[src/rtl/d7s_lector.sv]
// Reader for a multiplexed, active-low 7-segment scan bus: filters the inputs,
// decodes each digit and assembles units/tens/hundreds into a binary value.
module d7s_lector #(
  parameter int unsigned STABLE_CYCLES = 2
) (
  input  logic       clk,
  input  logic       rst,
  input  logic [2:0] transistor,
  input  logic [6:0] d7sp,
  output logic [3:0] d1,
  output logic [3:0] d2,
  output logic [3:0] d3,
  output logic [9:0] value,
  output logic       valid,
  output logic       seg_err,
  output logic       seq_err,
  output logic [7:0] frame_cnt
);

  localparam logic [2:0] SEL_D1 = 3'b110;
  localparam logic [2:0] SEL_D2 = 3'b101;
  localparam logic [2:0] SEL_D3 = 3'b011;

  localparam logic [3:0] STAB_MAX = 4'(STABLE_CYCLES);
  localparam logic [3:0] STAB_ARM = 4'(STABLE_CYCLES - 1);

  typedef enum logic [2:0] {
    WAIT_D1,
    WAIT_D2,
    WAIT_D3,
    CONV_A,
    CONV_B
  } state_t;

  state_t      state;
  logic [9:0]  in_q;
  logic [3:0]  stab_cnt;
  logic [3:0]  d1_r;
  logic [3:0]  d2_r;
  logic [3:0]  d3_r;
  logic [6:0]  acc;

  logic [9:0]  cur;
  logic        same;
  logic        sel_digit;
  logic        capture;
  logic [3:0]  dig;
  logic        dig_ok;
  logic [6:0]  acc_next;
  logic [9:0]  acc_w;
  logic [9:0]  value_next;

  assign cur       = {transistor, d7sp};
  assign same      = (cur == in_q);
  assign sel_digit = (transistor == SEL_D1) || (transistor == SEL_D2) ||
                     (transistor == SEL_D3);
  // Fires once per dwell: the counter passes STAB_ARM only on its way up.
  assign capture   = same && (stab_cnt == STAB_ARM) && sel_digit;

  always_comb begin
    dig    = '0;
    dig_ok = 1'b1;
    case (d7sp)
      7'b0000001: dig = 4'd0;
      7'b1001111: dig = 4'd1;
      7'b0010010: dig = 4'd2;
      7'b0000110: dig = 4'd3;
      7'b1001100: dig = 4'd4;
      7'b0100100: dig = 4'd5;
      7'b0100000: dig = 4'd6;
      7'b0001111: dig = 4'd7;
      7'b0000000: dig = 4'd8;
      7'b0000100: dig = 4'd9;
      default:    dig_ok = 1'b0;
    endcase
  end

  // x*10 as (x<<3)+(x<<1), sized so the maxima (99, 999) never truncate.
  assign acc_next   = {d3_r, 3'b000} + {2'b00, d3_r, 1'b0} + {3'b000, d2_r};
  assign acc_w      = {3'b000, acc};
  assign value_next = (acc_w << 3) + (acc_w << 1) + {6'b000000, d1_r};

  always_ff @(posedge clk) begin
    if (rst) begin
      state     <= WAIT_D1;
      in_q      <= '0;
      stab_cnt  <= '0;
      d1_r      <= '0;
      d2_r      <= '0;
      d3_r      <= '0;
      acc       <= '0;
      d1        <= '0;
      d2        <= '0;
      d3        <= '0;
      value     <= '0;
      valid     <= 1'b0;
      seg_err   <= 1'b0;
      seq_err   <= 1'b0;
      frame_cnt <= '0;
    end else begin
      in_q <= cur;
      if (!same)
        stab_cnt <= '0;
      else if (stab_cnt != STAB_MAX)
        stab_cnt <= stab_cnt + 4'd1;

      valid   <= 1'b0;
      seg_err <= 1'b0;
      seq_err <= 1'b0;

      case (state)
        WAIT_D1, WAIT_D2, WAIT_D3: begin
          if (capture) begin
            if (!dig_ok) begin
              seg_err <= 1'b1;
              state   <= WAIT_D1;
            end else begin
              case (transistor)
                SEL_D1: begin
                  d1_r  <= dig;
                  state <= WAIT_D2;
                end
                SEL_D2: begin
                  if (state == WAIT_D2) begin
                    d2_r  <= dig;
                    state <= WAIT_D3;
                  end else begin
                    seq_err <= 1'b1;
                    state   <= WAIT_D1;
                  end
                end
                SEL_D3: begin
                  if (state == WAIT_D3) begin
                    d3_r  <= dig;
                    state <= CONV_A;
                  end else begin
                    seq_err <= 1'b1;
                    state   <= WAIT_D1;
                  end
                end
                default: state <= state;
              endcase
            end
          end
        end
        CONV_A: begin
          acc   <= acc_next;
          state <= CONV_B;
        end
        CONV_B: begin
          value     <= value_next;
          d1        <= d1_r;
          d2        <= d2_r;
          d3        <= d3_r;
          valid     <= 1'b1;
          frame_cnt <= frame_cnt + 8'd1;
          state     <= WAIT_D1;
        end
        default: state <= WAIT_D1;
      endcase
    end
  end

endmodule

[config.mk]
export PLATFORM = sky130hd
export DESIGN_NAME = d7s_lector
export DESIGN_NICKNAME = d
export VERILOG_FILES = /design/src/rtl/d7s_lector.sv
export SDC_FILE = /design/constraint.sdc
export NUM_CORES = 1
export LEC_CHECK = 0
export BUFFER_PORTS_ARGS = -buffer_cell sky130_fd_sc_hd__buf_2
export CORE_MARGIN = 10
export CORE_UTILIZATION = 62
export CTS_CLUSTER_SIZE = 30
export DETAILED_ROUTE_END_ITERATION = 16
export PLACE_DENSITY = 0.85
export SYNTH_ARGS = -nofsm -noshare
export SYNTH_HDL_FRONTEND = slang
export SYNTH_SLANG_ARGS = --single-unit
[constraint.sdc]
create_clock -name clk -period 4.8 [get_ports clk]
set_input_delay 0.24 -clock clk [delete_from_list [all_inputs] [get_ports clk]]
set_output_delay 0.24 -clock clk [all_outputs]
set_load 0.1 [all_outputs]
### Yosys cells after proc, flatten, opt, wreduce, memory -nomap -nowiden

Index checks and enable logic that the tools add are counted.

* register bits after elaboration: 69
* bits in latches: 0
* memory bits (writable): 0
* bits in read-only memories: 0
* input port bits: 12
* output and inout port bits: 33
* logic and storage cells: 74
* memories kept: 0

* add/sub/neg operators: 6
* multipliers: 0
* div/mod/pow operators: 0
* $lt $le $gt $ge: 0
* equality and inequality tests: 21
* shifts and indexed selects: 0
* mux-type cells: 13
* bitwise gates (word level): 4
* reductions and logical operators: 15

Operator list (number)
* $pmux 4 s9: 1
* $eq 7x3->1 const B: 2
* $eq 7x6->1 const B: 2
* $eq 7x7->1 const B: 2
* $add 10x4->10: 1
* $add 10x8->10: 1
* $eq 10x10->1: 1
* $reduce_and 5->1: 2
* $reduce_or 10->1: 1
* $eq 3x2->1 const B: 3
* $eq 3x3->1 const B: 3
* $pmux 3 s3: 1
* $add 8x1->8 const B: 1
* $add 7x4->7: 1
* $add 7x5->7: 1
* $eq 7x1->1 const B: 1
* $eq 7x4->1 const B: 1
* $eq 7x5->1 const B: 1
* $logic_not 7->1: 1
* $mux 3: 2
* $pmux 3 s2: 1
* $reduce_or 3->1: 2
* $mux 1: 5
* $ne 5x5->1 const B: 1
* other kinds (15): 21

### Logic depth before layout (Yosys ltp)

* word-level depth: 6
* gate-level depth with buffers: 9
* depth with buffers taken out: 9

### Worst setup path after synthesis

OpenSTA, ideal clock, no wires.

* path kind: register -> register
* from: register d1_r[3]
* to: register value[9]
* library setup time: 0.125 ns
* data arrival time: 2.458 ns
* required time: 4.675 ns
* slack: 2.217 ns
* cell stages (with the launch flop): 10
* buffers on the path: 0
* clock period less this slack: 2.583 ns
* cells stage by stage: dfxtp_1 > inv_1 > fa_1 > inv_1 > ha_1 > a21o_1 > a211o_1 > a2111oi_0 > nor3_1 > nand3b_1

* cells in the longest elaborated chain, start to end: 1

RTL lines
* from (decl): RTL line 38 `logic [3:0] d1_r;`
* from (signal assigned): RTL line 120 `d1_r <= dig;`
* $add 10x4->10: RTL line 81 `assign value_next = (acc_w << 3) + (acc_w << 1) + {6'b000000, d1_r};`
* to (signal assigned): RTL line 151 `value <= value_next;`
* to (decl): RTL line 13 `output logic [9:0] value,`

Every way passes these cells.
A chain may end at the register's enable or synchronous reset.

### Worst setup path in the final report

Ends and elaborated chain as after synthesis.

==> results by group <==
Outcome
  – Status: complete, no violations

Clock tree
  – Setup bufs post-CTS: 0
  – Clk slew on worst S/H paths: 0.07 ns
  – Clk_lat worst skew: 0.35 ns
  – H-Tree Depth: 3
  – Clk sinks: 68
  – Clock Tree Buf Depth: 2
  – Cts hold-fix bufs: 0
  – CTS tree: done
  – Root Buffer Master: clkbuf_8
  – Num CTS Buffers: 9
  – CTS-repair resized insts: 0

Worst setup path
  – Type of origin of the critical path: flop
  – Data required time of the worst path: 5.04 ns
  – Crit Path Max Fanout: 3
  – Crit Path Category: reg2reg
  – Critical Path Sink Type: flop
  – Critical Path Source: d1_r[3]
  – Reg-to-Reg Start: d1_r[3]
  – Worst EP arrival: 3.08 ns
  – Worst R2R Path Depth: 9

Global routing
  – Vias in the first global route: 2811
  – Total global routing overflow: 0
  – Global-route wire length before repair: 12800 um
  – Number of antenna violations at the first check in global routing: 0
  – Global Route Usage Sum: 17.6%
  – Largest net degree at the start of global routing: 55

Power and ir drop
  – Peak supply drop: 0.171 mV
  – Leak Pwr: 1.78 nW
  – Power Density: 291 nW/um2

Timing
  – Final Max Slew Viols: 0
  – TNS Setup: 0 ns
  – Min setup slack post-route: 1.96 ns
  – Crit path time final: 2.84 ns
  – Worst Clk Skew: 0.00785 ns
  – Hold Violations, Final: 0
  – RSZ-0062 raised after global routing: no
  – Tcrit/Tclk final: 59.1%
  – Endpoints failing setup: 0
  – Rel. slew slack: 45.4%
  – Fmax: 352 MHz
  – Least-Margin Pin Slew: 0.818 ns

Place
  – Dpl ws: 1.96 ns
  – Buffers on Ports: 44
  – Detail Placement HPWL: 5260 um
  – Placer congestion estimate: 0.830

Floorplanning
  – Row count: 27
  – Core area: 5510 um2
  – Full die area: 9060 um2
  – Die Wd: 95.2 um
  – Initial Util: 63.6%
  – Die height: 95.2 um
  – I/O pin count: 45

Routing
  – Wire per inst: 15.1 um
  – 1st-iter DRT viols: 147
  – Vias: 2805
  – Initial DRT Pass Iterations: 4
  – Routed Antenna Nets: 0
  – Vias/cell: 5.60
  – Drt drc: 0
  – Drt total wl: 7560 um

Finish
  – Layout cells sized above 1: 16.8%
  – Fillers: 401
  – Ant diodes: 0
  – P&R area growth vs syn: 12.6%
  – Final nets: 464

Yosys
  – Syn Nets: 431
  – Post-synthesis sequential area ratio: 38.9%
  – Synth cell types: 56
  – Cells after Synth: 391
  – Post-synth EDFFs: 0
  – Synth area leader: dfxtp_1
  – Avg Synthesized Cell Area: 8.96 um2
  – Synthesized area: 3500 um2
  – Async set or reset register ratio after synthesis: 0%
  – Top-area cell type share of the netlist area: 38.9%
  – Ys flop type: dfxtp_1
  – Synth top area cells: dfxtp_1, ha_1, nand2_1
  – Synth Warn #: 0
  – Flops & latches, synth: 68

Hold path
  – Hold Crit Start: d7sp[0]
  – Hold Path Class: in2reg
  – WHS Path Cells: 2

Run
  – Number of max-cap violations: 0
[through the flow]
stage	instance area, um2	power, mW	cells	util [%]	hold WS (ns)
2_1_floorplan	3500	0.624	391	-	0.432
3_3_place_gp	3730	0.632	485	67.7	0.438
3_5_place_dp	3730	0.633	485	67.7	0.440
4_1_cts	3950	1.15	501	71.6	0.197
5_1_grt	3950	1.18	501	71.6	0.209
6_report	3950	1.15	501	71.6	0.207
[power by group]
group	leakage, nW	internal [mW]	switching, mW
Combinational	1.12	0.0184	0.0323
Sequential	0.550	0.568	0.00196
Clock	0.113	0.304	0.222
[area by class of cell]
type | instances | area (um2) | area share, %
flip-flops and latches | 68 | 1360 | 34.5
well taps | 72 | 90.1 | 2.28
clock inverters | 5 | 75.1 | 1.90
multi-input cells | 281 | 1970 | 50.0
inverters | 18 | 67.6 | 1.71
clock buffers | 11 | 141 | 3.58
repair buffers | 46 | 235 | 5.96
[worst paths after layout]
check             slack, ns       end
setup reg to reg       1.96  value[9]
hold reg to reg        0.45     d1[2]
hold / removal         0.21   in_q[0]
setup / recovery       1.96  value[9]
[cell usage in the layout, fill, tap and decap left out, types with 6 or more instances in the layout]
| cell | Yosys | layout |
|---|---|---|
| nand2_1 | 54 | 54 |
| a21oi_1 | 26 | 26 |
| ha_1 | 24 | 24 |
| xnor2_1 | 21 | 21 |
| nor2_1 | 33 | 33 |
| xor2_1 | 6 | 6 |
| dfxtp_1 | 68 | 68 |
| mux2i_1 | 16 | 16 |
| nor2b_1 | 13 | 13 |
| clkbuf_8 | 0 | 10 |
| buf_2 | 6 | 44 |
| inv_1 | 17 | 17 |
| o21ai_0 | 7 | 7 |
[routing by layer]
metal	routed length [um]	track usage, %	vias to the layer above
li1	-	-	1409
met1	3210	19.9	1323
met2	3840	30.2	61
met3	372	4.56	12
met4	142	8.48	0
met5	0	0	-
[synthesized netlist by cell type (2+ instances only)]
master / count
dfxtp_1: 68
nand2_1: 54
nor2_1: 33
a21oi_1: 26
ha_1: 24
xnor2_1: 21
inv_1: 17
mux2i_1: 16
clkbuf_1: 15
nor2b_1: 13
o21ai_0: 7
buf_2: 6
xor2_1: 6
nand3_1: 5
a21o_1: 4
and3_1: 4
fa_1: 4
nand4_1: 4
nor3b_1: 4
o211ai_1: 4
or3_1: 4
a211oi_1: 3
mux2_2: 3
nand2b_1: 3
nor4_1: 3
a2111oi_0: 2
and2_1: 2
and3b_1: 2
buf_4: 2
nand3b_1: 2
nor3_1: 2
o2111ai_1: 2
o2111ai_2: 2
o21a_1: 2
[flip-flops by register name, summed over array words and instances, names as in the netlist]
register and cells:
in_q 10, value 9, frame_cnt 8, acc 7, d1 4, d1_r 4, d2 4, d2_r 4
d3 4, d3_r 4, stab_cnt 4, state 3, seg_err 1, seq_err 1, valid 1
[worst max-delay path, cell delays in order, from the launching register on]
cell	delay, ns
dfxtp_1	0.36
inv_1	0.07
fa_1	0.59
inv_1	0.06
ha_1	0.30
a21o_1	0.19
a211o_1	0.30
a2111oi_0	0.55
nor3_1	0.12
nand3b_1	0.18
[logic make-up after synthesis]
group / after synthesis / share of synthesized area, %
and+or+nand+nor: 143 / 20.4
DFF: 68 / 38.9
AOI/OAI and AO/OA: 63 / 12.4
buffers and inverters: 42 / 4.93
adders and majority gates: 28 / 10.9
xor gates and xnor gates: 27 / 6.75
muxes: 20 / 5.86
Note: power is estimated with default switching activity, not from simulation.
